## config.mk

```make
export PLATFORM = sky130hd
export DESIGN_NAME = alarm_buzzer_seq
export DESIGN_NICKNAME = d
export VERILOG_FILES = /design/src/rtl/alarm_buzzer_seq.sv
export SDC_FILE = /design/constraint.sdc
export NUM_CORES = 1
export LEC_CHECK = 0
export ABC_CLOCK_PERIOD_IN_PS = 3050
export BUFFER_PORTS_ARGS = -buffer_cell sky130_fd_sc_hd__buf_2
export CORE_UTILIZATION = 48
export CTS_BUF_LIST = sky130_fd_sc_hd__clkbuf_8
export DETAILED_ROUTE_END_ITERATION = 8
export GPL_TIMING_DRIVEN = 0
export SETUP_SLACK_MARGIN = 0.4
export SLEW_MARGIN = 20
export SYNTH_ARGS = -nofsm -noshare
export SYNTH_HDL_FRONTEND = slang
export SYNTH_SLANG_ARGS = --single-unit
```

## constraint.sdc

```tcl
create_clock -name clk -period 3.05 [get_ports clk]
set_input_delay 0.61 -clock clk [delete_from_list [all_inputs] [get_ports clk]]
set_output_delay 0.61 -clock clk [all_outputs]
set_load 0.005 [all_outputs]
```

## src/rtl/alarm_buzzer_seq.sv

```systemverilog
// Alarm sounder sequencer: turns the level alarm request into a gated beep
// pattern (four 100 ms bursts per second) with snooze, dismiss and ring timeout.
module alarm_buzzer_seq #(
  parameter int CLK_HZ     = 31500000,
  parameter int TONE_HZ    = 3150,
  parameter int SNOOZE_S   = 60,
  parameter int RING_MAX_S = 120
) (
  input  logic clk,
  input  logic reset,
  input  logic alarm_req,
  input  logic snooze,
  input  logic dismiss,
  output logic buzzer_out,
  output logic ringing,
  output logic snoozing
);

  localparam int PRE_DIV  = CLK_HZ / 1000;
  localparam int HALF_DIV = CLK_HZ / (2 * TONE_HZ);
  localparam int PRE_W    = (PRE_DIV > 1) ? $clog2(PRE_DIV) : 1;
  localparam int HALF_W   = (HALF_DIV > 1) ? $clog2(HALF_DIV) : 1;

  localparam logic [PRE_W-1:0]  PRE_LAST    = PRE_W'(PRE_DIV - 1);
  localparam logic [HALF_W-1:0] HALF_LAST   = HALF_W'(HALF_DIV - 1);
  localparam logic [9:0]        FRAME_LAST  = 10'd999;
  localparam logic [7:0]        RING_LAST   = 8'(RING_MAX_S - 1);
  localparam logic [7:0]        SNOOZE_LAST = 8'(SNOOZE_S - 1);

  typedef enum logic [1:0] {
    S_IDLE      = 2'd0,
    S_RING      = 2'd1,
    S_SNOOZE    = 2'd2,
    S_DISMISSED = 2'd3
  } state_t;

  state_t             r_state;
  state_t             w_state_nxt;
  logic [PRE_W-1:0]   r_presc;
  logic [9:0]         r_frame;
  logic [7:0]         r_ring_sec;
  logic [7:0]         r_snooze_sec;
  logic [HALF_W-1:0]  r_half;
  logic               r_tone;
  logic               w_ms_tick;
  logic               w_sec_wrap;
  logic               w_ring_timeout;
  logic               w_snooze_done;
  logic               w_timing_active;
  logic               w_enter_ring;
  logic               w_enter_snooze;
  logic               w_gate;

  // Timeouts fire on the edge that completes the last second, not one later
  always_comb begin
    w_ms_tick       = (r_presc == PRE_LAST);
    w_sec_wrap      = w_ms_tick && (r_frame == FRAME_LAST);
    w_ring_timeout  = w_sec_wrap && (r_ring_sec == RING_LAST);
    w_snooze_done   = w_sec_wrap && (r_snooze_sec == SNOOZE_LAST);
    w_timing_active = (r_state == S_RING) || (r_state == S_SNOOZE);
    w_enter_ring    = (w_state_nxt == S_RING) && (r_state != S_RING);
    w_enter_snooze  = (w_state_nxt == S_SNOOZE) && (r_state != S_SNOOZE);
  end

  // State register
  always_ff @(posedge clk) begin
    if (reset) begin
      r_state <= S_IDLE;
    end else begin
      r_state <= w_state_nxt;
    end
  end

  // Next-state decode in the listed priority order
  always_comb begin
    w_state_nxt = r_state;
    case (r_state)
      S_IDLE: begin
        if (alarm_req) w_state_nxt = S_RING;
        else           w_state_nxt = S_IDLE;
      end
      S_RING: begin
        if (dismiss)             w_state_nxt = S_DISMISSED;
        else if (snooze)         w_state_nxt = S_SNOOZE;
        else if (!alarm_req)     w_state_nxt = S_IDLE;
        else if (w_ring_timeout) w_state_nxt = S_DISMISSED;
        else                     w_state_nxt = S_RING;
      end
      S_SNOOZE: begin
        if (dismiss)            w_state_nxt = S_DISMISSED;
        else if (!alarm_req)    w_state_nxt = S_IDLE;
        else if (w_snooze_done) w_state_nxt = S_RING;
        else                    w_state_nxt = S_SNOOZE;
      end
      S_DISMISSED: begin
        if (!alarm_req) w_state_nxt = S_IDLE;
        else            w_state_nxt = S_DISMISSED;
      end
      default: w_state_nxt = S_IDLE;
    endcase
  end

  // ms prescaler and frame counter; frame also restarts on SNOOZE entry so expiry is exact
  always_ff @(posedge clk) begin
    if (reset || w_enter_ring || w_enter_snooze || !w_timing_active) begin
      r_presc <= {PRE_W{1'b0}};
      r_frame <= 10'd0;
    end else if (w_ms_tick) begin
      r_presc <= {PRE_W{1'b0}};
      r_frame <= (r_frame == FRAME_LAST) ? 10'd0 : r_frame + 10'd1;
    end else begin
      r_presc <= r_presc + PRE_W'(1);
      r_frame <= r_frame;
    end
  end

  // Second counters, one per timed state, saturating
  always_ff @(posedge clk) begin
    if (reset || w_enter_ring) begin
      r_ring_sec <= 8'd0;
    end else if ((r_state == S_RING) && w_sec_wrap && (r_ring_sec != 8'hFF)) begin
      r_ring_sec <= r_ring_sec + 8'd1;
    end else begin
      r_ring_sec <= r_ring_sec;
    end
  end

  always_ff @(posedge clk) begin
    if (reset || w_enter_snooze) begin
      r_snooze_sec <= 8'd0;
    end else if ((r_state == S_SNOOZE) && w_sec_wrap && (r_snooze_sec != 8'hFF)) begin
      r_snooze_sec <= r_snooze_sec + 8'd1;
    end else begin
      r_snooze_sec <= r_snooze_sec;
    end
  end

  // Tone generator: starts on a high half-period at every RING entry
  always_ff @(posedge clk) begin
    if (reset) begin
      r_half <= {HALF_W{1'b0}};
      r_tone <= 1'b0;
    end else if (w_enter_ring) begin
      r_half <= {HALF_W{1'b0}};
      r_tone <= 1'b1;
    end else if (r_state == S_RING) begin
      if (r_half == HALF_LAST) begin
        r_half <= {HALF_W{1'b0}};
        r_tone <= ~r_tone;
      end else begin
        r_half <= r_half + HALF_W'(1);
        r_tone <= r_tone;
      end
    end else begin
      r_half <= r_half;
      r_tone <= r_tone;
    end
  end

  // Outputs decoded from registers only
  always_comb begin
    w_gate = (r_frame < 10'd100) ||
             ((r_frame >= 10'd200) && (r_frame < 10'd300)) ||
             ((r_frame >= 10'd400) && (r_frame < 10'd500)) ||
             ((r_frame >= 10'd600) && (r_frame < 10'd700));
    ringing    = (r_state == S_RING);
    snoozing   = (r_state == S_SNOOZE);
    buzzer_out = (r_state == S_RING) && w_gate && r_tone;
  end

endmodule

```

# Yosys cells after proc, flatten, opt, wreduce, memory -nomap -nowiden
# Index checks and enable logic that the tools add are counted.
# W data, S select, Z words.
[totals] word_cells=78 out_inout_bits=3 ff_bits=57 in_bits=5
[op_classes] eq_ne=14 muxes=15 add_sub_neg=5 n_reduce_logical=29 bitwise=1 n_lt_le_gt_ge=7
[op_table] operator="$lt A10 B9 Y1 const B" n=2
[op_table] operator="$add A8 B1 Y8 const B" n=2
[op_table] operator="$mux W2" n=8
[op_table] operator="$ne A8 B8 Y1 const B" n=2
[op_table] operator="$add A15 B1 Y15 const B" n=1
[op_table] operator="$eq A15 B15 Y1 const B" n=1
[op_table] operator="$logic_and A1 B1 Y1" n=14
[op_table] operator="$add A13 B1 Y13 const B" n=1
[op_table] operator="$eq A13 B13 Y1 const B" n=1
[op_table] operator="$mux W13" n=1
[op_table] operator="$add A10 B1 Y10 const B" n=1
[op_table] operator="$eq A10 B10 Y1 const B" n=1
[op_table] operator="$ge A10 B10 Y1 const B" n=1
[op_table] operator="$ge A10 B8 Y1 const B" n=1
[op_table] operator="$ge A10 B9 Y1 const B" n=1
[op_table] operator="$lt A10 B10 Y1 const B" n=1
[op_table] operator="$lt A10 B7 Y1 const B" n=1
[op_table] operator="$mux W10" n=1
[op_table] operator="$eq A8 B6 Y1 const B" n=1
[op_table] operator="$eq A8 B7 Y1 const B" n=1
[op_table] operator="$logic_or A1 B1 Y1" n=8
[op_table] operator="$pmux W2 S4" n=1
[op_table] operator="$eq A2 B2 Y1 const B" n=3
[op_table] operator="$eq A2 B1 Y1 const B" n=2
[op_table] operator="9 further kinds" n=14

# Logic depth before layout (Yosys ltp)
[depth] ltp_word=14 mapped_depth=10 ltp_nobuf=8

# Worst setup path after synthesis
# No wires, ideal clock.
[synth_timing] kind="register to register" startpoint="reg r_presc[2]" endpoint="reg r_presc[11]" setup_time_ns=0.132 path_slack_ns=0.710 path_stages_with_launch=8 arrival_time_ns=2.208 n_path_buf=1 synth_period_minus_slack_ns=2.340 cell_sequence="dfxtp_1 or4b_1 nor4_4 a31oi_1 o31a_2 o21ai_4 buf_6 nor3_1"
[synth_via] elab_chain_cells=14 word_cells_on_any_way=21
[synth_rtl] element="start: declaration" line_no="39" text="logic [PRE_W-1:0] r_presc;"
[synth_rtl] element="start signal: assignment" line_no="106" text="r_presc <= {PRE_W{1'b0}};"
[synth_rtl] element="start signal: assignment" line_no="109" text="r_presc <= {PRE_W{1'b0}};"
[synth_rtl] element="start signal: assignment" line_no="112" text="r_presc <= r_presc + PRE_W'(1);"
[synth_rtl] element="$eq A15 B15 Y1" line_no="56" text="w_ms_tick = (r_presc == PRE_LAST);"
[synth_rtl] element="$logic_and A1 B1 Y1" line_no="57" text="w_sec_wrap = w_ms_tick && (r_frame == FRAME_LAST);"
[synth_rtl] element="$logic_and A1 B1 Y1" line_no="58" text="w_ring_timeout = w_sec_wrap && (r_ring_sec == RING_LAST);"
[synth_rtl] element="$mux W2" line_no="86" text="else if (w_ring_timeout) w_state_nxt = S_DISMISSED;"
[synth_rtl] element="$mux W2" line_no="85" text="else if (!alarm_req) w_state_nxt = S_IDLE;"
[synth_rtl] element="$mux W2" line_no="84" text="else if (snooze) w_state_nxt = S_SNOOZE;"
[synth_rtl] element="$mux W2" line_no="83" text="if (dismiss) w_state_nxt = S_DISMISSED;"
[synth_rtl] element="$pmux W2 S4" line_no="77" text="case (r_state)"
[synth_rtl] element="$eq A2 B1 Y1" line_no="61" text="w_enter_ring = (w_state_nxt == S_RING) && (r_state != S_RING);"
[synth_rtl] element="$logic_and A1 B1 Y1" line_no="61"
[synth_rtl] element="$logic_or A1 B1 Y1 (3 in a row)" line_no="105" text="if (reset || w_enter_ring || w_enter_snooze || !w_timing_active) begin"
[synth_rtl] element="$reduce_or A2 Y1 (no source line)"
# Several ways; a longest one is shown, not always the timed one.
# A chain may end at the register's enable or synchronous reset.

# Worst setup path in the final report
[layout_timing] startpoint="reg r_presc[7]" endpoint="reg r_half[7]"
[layout_via] elab_chain_cells=11 word_cells_on_any_way=15
[layout_rtl] element="$eq A15 B15 Y1 *" line_no="56"
[layout_rtl] element="$logic_and A1 B1 Y1 *" line_no="57"
[layout_rtl] element="$logic_and A1 B1 Y1" line_no="58"
[layout_rtl] element="$mux W2" line_no="86"
[layout_rtl] element="$mux W2" line_no="85"
[layout_rtl] element="$mux W2" line_no="84"
[layout_rtl] element="$mux W2" line_no="83"
[layout_rtl] element="$pmux W2 S4 *" line_no="77"
[layout_rtl] element="$eq A2 B1 Y1 *" line_no="61"
[layout_rtl] element="$logic_and A1 B1 Y1 *" line_no="61"
[layout_rtl] element="$reduce_or A2 Y1 (no source line) *"
[layout_rtl] element="end signal: assignment" line_no="141" text="r_half <= {HALF_W{1'b0}};"
[layout_rtl] element="end signal: assignment" line_no="144" text="r_half <= {HALF_W{1'b0}};"
[layout_rtl] element="end signal: assignment" line_no="148" text="r_half <= {HALF_W{1'b0}};"
[layout_rtl] element="end: declaration" line_no="43" text="logic [HALF_W-1:0] r_half;"
# Every way passes the cells marked *; elsewhere a longest branch is shown, timed or not.

==> results.sh <==
export IMPL_status="completed"
export IMPL_critPathLaunchType="flip-flop"
export IMPL_synth_top_cell_by_area="dfxtp_1"
export IMPL_critPathMaxFanout=10
export IMPL_grt_pass1_wl_microns=9890
export IMPL_fp_dieW_microns=79.8
export IMPL_synthFlopType="dfxtp_1"
export IMPL_whs_ns=0.455
export IMPL_diodes=0
export IMPL_avgViaCountPerCell=5.36
export IMPL_p_leak_nw=1.30
export IMPL_fill_cells=523
export IMPL_drt_iter0_drc=94
export IMPL_drt_pass1_iter_count=5
export IMPL_regArea_sq_um=1140
export IMPL_grt_pass1_vias=2166
export IMPL_dp_hpwl_microns=3790
export IMPL_core_sq_um=5680
export IMPL_core_rowCount=27
export IMPL_postRouteAntennaNets=0
export IMPL_multi_input_area_sq_um=1670
export IMPL_worst_clock_skew_ns=0.00888
export IMPL_place_area_sq_um=3030
export IMPL_syn_inst=333
export IMPL_grt_start_max_net_pins=11
export IMPL_worstMarginPinSlew_ns=0.458
export IMPL_synth_nets=348
export IMPL_worstPathArrival_ns=2.72
export IMPL_syn_area_sq_um=2910
export IMPL_routabilityCongestion=0.737
export IMPL_final_area_sq_um=3350
export IMPL_cts_buffers=9
export IMPL_rsz0062_at_grt="false"
export IMPL_syn2layout_area_growth_pct=15.3
export IMPL_synth_area_per_cell_sq_um=8.73
export IMPL_clock_path_buffers=2
export IMPL_critPathMaxStageDelay_ns=0.59
export IMPL_min_path_type="reg -> reg"
export IMPL_num_vias=2343
export IMPL_path_class="reg -> reg"
export IMPL_cp_slowest_cell="or4b_1"
export IMPL_cts_tree="done"
export IMPL_cts_root_buffer="clkbuf_8"
export IMPL_wl_per_cell_microns=13.2
export IMPL_cts_htree_levels=3
export IMPL_drc=0
export IMPL_finalCritPeriodShare_pct=82.5
export IMPL_synth_edf_count=0
export IMPL_ys_seq_elements=57
export IMPL_grt_antenna_before_repair=0
export IMPL_numClockSinks=57
export IMPL_ys_warn_count=0
export IMPL_fmax_ghz=0.397
export IMPL_io_pins=8
export IMPL_drv_cap=0
export IMPL_clkTransAtPathRegs_ns=0.07
export IMPL_max_vdd_ir_drop_mv=0.351
export IMPL_hold_buffers=0
export IMPL_path_cells="or4b_1 -> nor4_4 -> buf_4 -> a31oi_1 -> o31a_2 -> o21bai_2 -> buf_6 -> nor3_1"
export IMPL_power_density_nw_per_um2=494
export IMPL_drive_gt1_share_pct=14.0
export IMPL_setup_viol=0
export IMPL_synth_seq_area_share_pct=39.3
export IMPL_die_area_sq_um=6370
export IMPL_ys_types=49
export IMPL_dp_cells=412
export IMPL_tns_ns=0
export IMPL_slew_headroom_pct=69.5
export IMPL_crit_required_ns=3.26
export IMPL_grtUsageTotal_pct=20.0
export IMPL_floorplan_initialDensity_pct=51.2
export IMPL_die_height_microns=79.8
export IMPL_critPathCaptureType="flip-flop"
export IMPL_final_cells=437
export IMPL_final_hold_viol_count=0
export IMPL_insertion_delay_ns=0.33
export IMPL_grt_overflow_total=0
export IMPL_nets=375
export IMPL_synth_async_reset_ratio_pct=0
export IMPL_yosys_top_cells_area="dfxtp_1 (39%), xor2_1 (7.8%), xnor2_1 (5.7%)"
export IMPL_fin_crit_ns=2.52
export IMPL_drv_slew=0
export IMPL_synth_top_cell_area_share_pct=39.3
export IMPL_wl_microns=5760
export IMPL_io_buffers=7
-- synthesized netlist by cell type (2+ instances only) --
master,n
clkbuf_1,7
nor4_2,2
buf_2,5
xor2_1,26
and3_1,11
nand2_1,27
a21oi_1,5
and4b_1,2
nor2_1,41
nand2b_1,2
buf_6,2
o21ai_0,7
and4_1,3
nand4_1,15
nor2b_1,5
nor3b_1,2
ha_1,10
nand3_1,11
inv_1,8
a2bb2oi_1,2
xnor2_1,19
or4b_1,2
nor3_1,31
dfxtp_1,57
mux2i_1,4
or3b_2,2
or3_1,3
-- critical path, delay by kind of cell (launching register included) --
| family | cells | cell delay (ns) |
|---|---|---|
| AO/OA/AOI/OAI | 3 | 0.71 |
| buffers and inverters | 2 | 0.38 |
| AND/OR/NAND/NOR | 3 | 0.93 |
| flip-flops | 1 | 0.37 |
-- routing by layer --
metal  vias up  wire length, microns  global-route usage, %
li1       1215                     -                      -
met1      1085                  3030                   27.7
met2        32                  2450                   29.2
met3        11                   173                   3.77
met4         0                   114                   10.2
met5         -                     0                      0
-- cells by family (layout without fill, tap and decap cells) --
family | after synthesis | in the layout | synth area share (%)
DFF | 57 | 57 | 39.3
muxes | 4 | 4 | 1.38
and+or+nand+nor | 165 | 165 | 30.4
buffers and inverters | 24 | 56 | 3.96
adders and majority gates | 11 | 11 | 4.65
xor gates and xnor gates | 45 | 45 | 13.6
AOI/OAI and AO/OA | 27 | 27 | 6.80
-- cell type report --
| class | count | share of cell area (%) |
|---|---|---|
| buffer | 16 | 2.99 |
| clock buffer | 10 | 4.11 |
| clock inverter | 6 | 2.46 |
| inverter | 8 | 0.896 |
| multi-input combinational | 252 | 49.8 |
| sequential | 57 | 34.0 |
| tap | 72 | 2.69 |
| timing repair buffer | 16 | 3.06 |
-- placed cells by master, fill, tap and decap left out, types with 11 or more instances in the layout --
cell type  instances
nand2_1           27
nand4_1           15
xor2_1            26
nor2_1            41
dfxtp_1           57
nand3_1           11
and3_1            11
xnor2_1           19
nor3_1            31
-- state kept, by name, summed over array words and instances, names as in the netlist --
register	flops
r_presc	15
r_frame	10
r_half	13
r_ring_sec	8
r_tone	1
r_snooze_sec	8
r_state	2
-- report_power, final --
group	switching, mW	internal [mW]	total [mW]
clock network	0.308	0.478	0.786
logic	0.0652	0.0474	0.113
registers	0.00601	0.752	0.758
-- metrics by stage --
| stage | utilization [%] | power [mW] | setup slack [ns] |
|---|---|---|---|
| 3_5_place_dp | 53.4 | 0.880 | 0.236 |
| 6_report | 59.1 | 1.66 | 0.534 |
| 4_1_cts | 57.8 | 1.67 | 0.408 |
| 2_1_floorplan | - | 0.852 | 0.710 |
| 5_1_grt | 59.1 | 1.72 | 0.402 |
| 3_3_place_gp | 53.4 | 0.880 | 0.255 |
-- final timing paths --
path                                 start  slack (ns)  cells after the start         end
worst max-delay path            r_presc[7]        0.53                      8   r_half[7]
worst min-delay path            r_presc[0]        0.45                      1  r_presc[0]
worst max register to register  r_presc[7]        0.53                      8   r_half[7]
worst min register to register  r_presc[0]        0.45                      1  r_presc[0]
-- what timing repair did --
| item | in CTS | in global routing |
|---|---|---|
| pin swaps | 1 | 3 |
| buffers inserted | 3 | 6 |
| gates resized for setup | 1 | 10 |
| setup endpoints to repair | 43 | 45 |
(Power assumes the default switching activity.)
